`config.mk`:
```
export PLATFORM = sky130hd
export DESIGN_NAME = mem_access_unit
export DESIGN_NICKNAME = d
export VERILOG_FILES = /design/src/rtl/mem_access_unit.sv
export SDC_FILE = /design/constraint.sdc
export NUM_CORES = 1
export LEC_CHECK = 0
export ABC_CLOCK_PERIOD_IN_PS = 15580
export CORE_MARGIN = 10
export CORE_UTILIZATION = 57
export DETAILED_ROUTE_END_ITERATION = 6
export PLACE_DENSITY = 0.86
export SLEW_MARGIN = 20
export SYNTH_ARGS = -nofsm -noshare
export SYNTH_HDL_FRONTEND = slang
export SYNTH_SLANG_ARGS = --single-unit
export TNS_END_PERCENT = 50
```
`constraint.sdc`:
```
create_clock -name clk -period 15.58 [get_ports clk]
set_clock_uncertainty 0.1 [all_clocks]
set_input_delay 3.116 -clock clk [delete_from_list [all_inputs] [get_ports clk]]
set_output_delay 3.116 -clock clk [all_outputs]
set_load 0.01 [all_outputs]
```
`src/rtl/mem_access_unit.sv`:
```
// Load/store sequencer: one request -> up to two word-aligned bus beats -> one-cycle extended response.
// Latency: 2 cycles aligned, 3 cycles split, 1 cycle fault, plus one per mem_ready stall; req_ready low until RESP completes.
module mem_access_unit #(
    parameter int XLEN           = 32,
    parameter bit MISALIGN_SPLIT = 1'b1
) (
    input  logic              clk,
    input  logic              rst,
    input  logic              req_valid,
    output logic              req_ready,
    input  logic              req_we,
    input  logic [2:0]        req_size,
    input  logic [XLEN-1:0]   req_addr,
    input  logic [XLEN-1:0]   req_wdata,
    output logic              mem_valid,
    input  logic              mem_ready,
    output logic              mem_we,
    output logic [XLEN-1:0]   mem_addr,
    output logic [XLEN/8-1:0] mem_wstrb,
    output logic [XLEN-1:0]   mem_wdata,
    input  logic [XLEN-1:0]   mem_rdata,
    output logic              resp_valid,
    output logic [XLEN-1:0]   resp_rdata,
    output logic              resp_fault
);
    localparam int W  = XLEN / 8;
    localparam int OB = $clog2(W);

    typedef enum logic [1:0] {IDLE, BEAT0, BEAT1, RESP} state_t;

    state_t            r_state;
    logic              r_we;
    logic [2:0]        r_size;
    logic [XLEN-1:0]   r_addr;
    logic [XLEN-1:0]   r_wdata;
    logic [XLEN-1:0]   r_rd0;
    logic              r_cross;

    logic              w_sel_req;
    logic [2:0]        w_size;
    logic [XLEN-1:0]   w_addr;
    logic [XLEN-1:0]   w_wdata;
    logic [OB-1:0]     w_off;
    logic [4:0]        w_nbytes;
    logic [OB-1:0]     w_nm1;
    logic [2*W-1:0]    w_nmask;
    logic              w_illegal;
    logic              w_mis;
    logic [4:0]        w_end;
    logic              w_cross;
    logic [2*W-1:0]    w_strb2;
    logic [2*XLEN-1:0] w_data2;
    logic [XLEN-1:0]   w_base;
    logic [XLEN-1:0]   w_hi;
    logic [XLEN-1:0]   w_lo;
    logic [XLEN-1:0]   w_raw;
    logic [XLEN-1:0]   w_load_resp;
    logic              w_last;

    // Lane geometry comes from the live request while idle, from the latched copy afterwards.
    assign w_sel_req = (r_state == IDLE);
    assign w_size    = w_sel_req ? req_size  : r_size;
    assign w_addr    = w_sel_req ? req_addr  : r_addr;
    assign w_wdata   = w_sel_req ? req_wdata : r_wdata;
    assign w_off     = w_addr[OB-1:0];

    always_comb begin
        w_nbytes = 5'd1;
        w_nm1    = '0;
        w_nmask  = (2*W)'(8'h01);
        case (w_size[1:0])
            2'b01: begin w_nbytes = 5'd2; w_nm1 = OB'(1); w_nmask = (2*W)'(8'h03); end
            2'b10: begin w_nbytes = 5'd4; w_nm1 = OB'(3); w_nmask = (2*W)'(8'h0F); end
            2'b11: begin w_nbytes = 5'd8; w_nm1 = OB'(7); w_nmask = (2*W)'(8'hFF); end
            default: ;
        endcase
    end

    assign w_illegal = (w_size == 3'b111) ||
                       ((XLEN == 32) && ((w_size == 3'b011) || (w_size == 3'b110)));
    assign w_mis     = (w_off & w_nm1) != '0;
    assign w_end     = 5'(w_off) + w_nbytes;
    assign w_cross   = w_end > 5'(W);
    // Low half of the double-width lane image is beat 0, high half is beat 1.
    assign w_strb2   = w_nmask << w_off;
    assign w_data2   = {{XLEN{1'b0}}, w_wdata} << {w_off, 3'b000};
    assign w_base    = {w_addr[XLEN-1:OB], {OB{1'b0}}};

    assign w_hi      = (r_state == BEAT1) ? mem_rdata : '0;
    assign w_lo      = (r_state == BEAT1) ? r_rd0     : mem_rdata;
    assign w_raw     = XLEN'({w_hi, w_lo} >> {r_addr[OB-1:0], 3'b000});

    function automatic logic [XLEN-1:0] extend(input logic [XLEN-1:0] raw, input logic [2:0] sz);
        int sh;
        case (sz[1:0])
            2'b00:   sh = XLEN - 8;
            2'b01:   sh = XLEN - 16;
            2'b10:   sh = XLEN - 32;
            default: sh = 0;
        endcase
        if (sz[2]) extend = (raw << sh) >> sh;
        else       extend = XLEN'($signed(raw << sh) >>> sh);
    endfunction

    assign w_load_resp = r_we ? '0 : extend(w_raw, r_size);
    assign w_last      = (r_state == BEAT1) || !r_cross;
    assign req_ready   = (r_state == IDLE) && !rst;

    always_ff @(posedge clk or posedge rst) begin
        if (rst) begin
            r_state    <= IDLE;
            r_we       <= 1'b0;
            r_size     <= '0;
            r_addr     <= '0;
            r_wdata    <= '0;
            r_rd0      <= '0;
            r_cross    <= 1'b0;
            mem_valid  <= 1'b0;
            mem_we     <= 1'b0;
            mem_addr   <= '0;
            mem_wstrb  <= '0;
            mem_wdata  <= '0;
            resp_valid <= 1'b0;
            resp_rdata <= '0;
            resp_fault <= 1'b0;
        end else begin
            case (r_state)
                IDLE: begin
                    resp_valid <= 1'b0;
                    resp_rdata <= '0;
                    resp_fault <= 1'b0;
                    if (req_valid) begin
                        r_we    <= req_we;
                        r_size  <= req_size;
                        r_addr  <= req_addr;
                        r_wdata <= req_wdata;
                        r_cross <= w_cross;
                        if (w_illegal || (w_mis && !MISALIGN_SPLIT)) begin
                            r_state    <= RESP;
                            resp_valid <= 1'b1;
                            resp_fault <= 1'b1;
                        end else begin
                            r_state   <= BEAT0;
                            mem_valid <= 1'b1;
                            mem_we    <= req_we;
                            mem_addr  <= w_base;
                            mem_wstrb <= req_we ? w_strb2[W-1:0] : '0;
                            mem_wdata <= req_we ? w_data2[XLEN-1:0] : '0;
                        end
                    end
                end
                BEAT0, BEAT1: begin
                    if (mem_ready) begin
                        r_rd0 <= mem_rdata;
                        if (!w_last) begin
                            r_state   <= BEAT1;
                            mem_addr  <= mem_addr + XLEN'(W);
                            mem_wstrb <= r_we ? w_strb2[2*W-1:W] : '0;
                            mem_wdata <= r_we ? w_data2[2*XLEN-1:XLEN] : '0;
                        end else begin
                            r_state    <= RESP;
                            mem_valid  <= 1'b0;
                            mem_we     <= 1'b0;
                            mem_addr   <= '0;
                            mem_wstrb  <= '0;
                            mem_wdata  <= '0;
                            resp_valid <= 1'b1;
                            resp_rdata <= w_load_resp;
                            resp_fault <= 1'b0;
                        end
                    end
                end
                RESP: begin
                    r_state    <= IDLE;
                    resp_valid <= 1'b0;
                    resp_rdata <= '0;
                    resp_fault <= 1'b0;
                end
                default: r_state <= IDLE;
            endcase
        end
    end
endmodule

```
* After elaboration in Yosys (flattened, before gate mapping)
Cells that the tools add are included.
** Operators by class
- $add $sub $neg :: 2
- Multiply operators :: 0
- Div/mod/pow operators :: 0
- Order comparisons :: 1
- Equal/unequal tests :: 14
- Shift-type cells :: 6
- Muxes and demuxes :: 51
- Bitwise gates (word level) :: 0
- Reduce and logical (&&, ||, !) cells :: 17
** Operators with widths (number)
- 32-bit two-way mux :: 18
- 32-bit one-hot mux with 2 select lines :: 3
- 32-bit by 5-bit << shifter with 64-bit output :: 1
- 64-bit by 5-bit >> shifter with 32-bit output :: 1
- 32-bit by 3-bit adder with 32-bit output, second input constant :: 1
- 32-bit by 32-bit << shifter with 32-bit output :: 1
- 32-bit by 32-bit >> shifter with 32-bit output :: 1
- 32-bit by 32-bit >>> shifter with 32-bit output :: 1
- 4-bit two-way mux :: 6
- 8-bit one-hot mux with 3 select lines :: 1
- 4-bit one-hot mux with 3 select lines :: 1
- 1-bit two-way mux :: 11
- 5-bit one-hot mux with 2 select lines :: 1
- 2-bit == test, second input constant :: 4
- 2-bit inequality test, second input constant :: 4
- 4-bit one-hot mux with 2 select lines :: 1
- 2-bit AND reduction :: 4
- 8-bit by 2-bit << shifter with 8-bit output :: 1
- 2-bit by 1-bit == test with 1-bit output, second input constant :: 3
- 3-bit == test, second input constant :: 2
- 2-bit two-way mux :: 3
- 1-bit one-hot mux with 3 select lines :: 2
- 2-bit one-hot mux with 3 select lines :: 1
- 2-bit by 5-bit adder with 5-bit output :: 1
- 12 further kinds :: 18
** Word-level totals
- Flip-flop bits (word level) :: 207
- Latch bits :: 0
- RAM bits :: 0
- ROM bits :: 0
- Bits of input ports :: 104
- Output and inout port bits :: 105
- Memories :: 0

* Depth between registers and ports, before layout
- Depth in word-level cells :: 10
- Mapped depth :: 12
- Mapped depth without buffers :: 10

* Worst setup path before layout
Ideal clock, no wire load.
- Kind :: input -> output
- From :: in rst
- To :: out req_ready
- Arrival :: 3.273 ns
- Required time :: 12.364 ns
- Path slack :: 9.091 ns
- Cell stages on the path :: 1
- Buffers on the path :: 0
- Path through :: nor2_1
** On the way
- Cells in the longest elaborated chain, start to end :: 2
** Ends and longest elaborated chain
- start: declaration :: RTL line 8 : input logic rst,
- 1-bit zero test (no line)
- 1-bit logical AND :: RTL line 107 : assign req_ready = (r_state == IDLE) && !rst;
- end: declaration :: RTL line 10 : output logic req_ready,
Every way passes these cells.

* Worst setup path in the final report
Same ends and word-level chain as after synthesis.

==> reports/metrics.cfg <==
[route]
wl_mm=33.0
num_vias=9583
drtPass1Iterations=5
via_per_inst=6.38
drc=0
ant_nets=0
routedWlPerCell_um=22.0
drt_iter0_drc=815

[power]
intPower_mw=1.67
p_switching_mw=1.25
power.density_mw_per_mm2=212
p_leak_nw=5.67
max-vdd-ir-drop_mv=0.129
power.share.clock_pct=15.1
p_seq_share_pct=32.1
switching_share_pct=42.8
power_frac_comb_pct=52.7

[setup_path]
reg2regPathDepth=11
ff2ff_setup_slack_ps=11940
endpoint_kind=output port
startpoint_type=primary input
r2r_start=r_state[0]
worst-endpoint-arrival_ps=4270
critPathRequiredTime_ps=12360
worstReg2RegEnd=r_cross
critPathKind=in2out
crit_start=rst
worstPathMaxFanout=2

[timing]
finalHoldViolations=0
slew_violations=0
fin_crit_ps=7490
rsz0062_at_grt=no
worstMarginPinSlew_ps=1120
whs_ps=390
fmax_ghz=0.134
tns_ps=0
post-route-period-util_pct=48.1
fin_ws_ps=8090
slew-limit-headroom_pct=25.2
setup_violations=0

[placement]
place_ws_ps=8090
portBuffers=206
dpl_cell_area_mm2=0.0132
post-dp-hpwl_mm=23.3
place_inst=1468
gp_congestion=0.915

[global_routing]
grt_pass1_vias=9408
grt_pass1_wl_mm=52.1
overflow=0
track_usage_pct=25.0
antenna_found_initial=1
grt_start_max_net_pins=109

[final_layout]
nets=1339
final_common_cell=clkdlybuf4s50_1
stdcell_area_mm2=0.0138
mostFrequentLayoutCells=205 x clkdlybuf4s50_1, 186 x dfrtp_1, 115 x mux2i_1, 112 x mux2_2, 90 x nand2_1
drive_gt1_share_pct=15.4
final_cells=1501
fill_cells=1334
area_growth_pct=24.3

[run]
cap_violations=0

[synthesis]
async_flop_share_pct=100
yosysSeqAreaShare_pct=42.2
synthFlopType=dfrtp_1
syn_area_per_cell_um2=10.3
ys_seq_elements=187
synth.distinct_cells=74
synth_edf_count=0
yosys_warnings=0
synth_area_mm2=0.0111
synth_cells=1074

[clock_tree]
cts_tree=yes
clockRootBuffer=clkbuf_16
clk_latency_ps=450
cts_resized=0
clkTransAtPathRegs_ps=70
cts_hold_buf=0
clk_path_buf_depth=2
cts_sinks=187
h-tree-depth=4
cts_setup_buffers=0
numCtsBuffers=17

[die]
die_w_um=159
ios=209
rows=50
start_util_pct=58.7
die_y_um=159
core-area_mm2=0.0189
die_area_mm2=0.0254

[run_status]
outcome=complete, no violations

[min_path]
hold_path_end=resp_fault
worstHoldStart=resp_fault
hold_depth=2
hp-class=reg2reg

-- power groups by stage --
stage | clock network (mW) | logic [mW] | registers [mW]
floorplan | 0 | 1.04 | 0.892
global placement | 0 | 1.48 | 0.925
detailed placement | 0 | 1.53 | 0.939
CTS | 0.445 | 1.54 | 0.932
global route | 0.466 | 1.67 | 0.969
finish | 0.443 | 1.54 | 0.940
-- critical path: stages --
cell and delay [ps]:
clkdlybuf4s50_1 490, nor2_1 130, clkdlybuf4s50_1 540
-- through the flow --
stage | total power [mW] | utilization, %
2_1_floorplan | 1.93 | -
4_1_cts | 2.92 | 72.9
3_3_place_gp | 2.41 | 69.7
6_report | 2.92 | 72.9
3_5_place_dp | 2.46 | 69.7
5_1_grt | 3.10 | 72.9
-- layout make-up --
class                      instances  area [um2]  area share, %
multi-input combinational        790        5960           43.3
antenna                            1        2.50         0.0182
clock inverter                    14         168           1.22
clock buffer                      18         439           3.19
tap                              260         325           2.36
inverter                          16        65.1          0.472
sequential                       187        4680           34.0
timing repair buffer             215        2130           15.5
-- cells in the mapped netlist (7+ instances only) --
library cell	instances	area (um2)
nor2_1	64	240
nor2b_1	12	75.1
buf_4	10	75.1
a211o_1	9	78.8
dfrtp_1	187	4680
and3_1	8	50.1
a31oi_1	19	119
mux4_2	10	225
nor3_1	9	45.0
buf_1	7	26.3
mux2_2	112	1260
nand4_1	7	43.8
ha_1	7	87.6
o21a_1	22	165
nor4_1	7	43.8
nand2_1	91	342
mux2i_1	115	1150
a21oi_1	30	150
o221ai_1	18	158
a2bb2oi_1	17	149
clkbuf_1	23	86.3
inv_1	13	48.8
buf_2	39	195
a22oi_1	24	180
o21ai_0	88	440
o21ai_1	13	65.1
nand3_1	24	120
-- cells by family after synthesis --
group / count (synthesis) / share of synthesized area, %
AO/OA/AOI/OAI: 293 / 17.7
XOR/XNOR: 1 / 0.0790
adder cells (fa/ha/maj): 8 / 0.971
buffers and inverters: 98 / 4.33
flip-flops: 187 / 42.2
multiplexers: 237 / 23.8
other: 1 / 0.0338
AND/OR/NAND/NOR: 249 / 10.8
-- metal layers --
layer	vias to the layer above	track usage, %	wire, um
met5	-	0	0
met4	0	10.5	1130
met3	73	5.84	2760
met2	492	39.9	15700
met1	4701	32.1	13400
li1	4317	-	-
-- sequential cells by signal, summed over array words and instances, names as in the netlist, 2 cells and up --
signal	cells
r_state	2
r_rd0	32
mem_addr	30
resp_rdata	32
r_addr	14
mem_wstrb	4
r_wdata	32
r_size	3
mem_wdata	32
-- worst max path at each step --
stage                     cells past startpoint            to  slack, ps
after floorplan                               1  mem_addr[10]       7280
after global placement                        3     req_ready       8090
after detailed placement                      3     req_ready       8090
after CTS                                     3     req_ready       8080
after global routing                          3     req_ready       8040
final                                         3     req_ready       8090
Power figures use the tool's default switching activity.
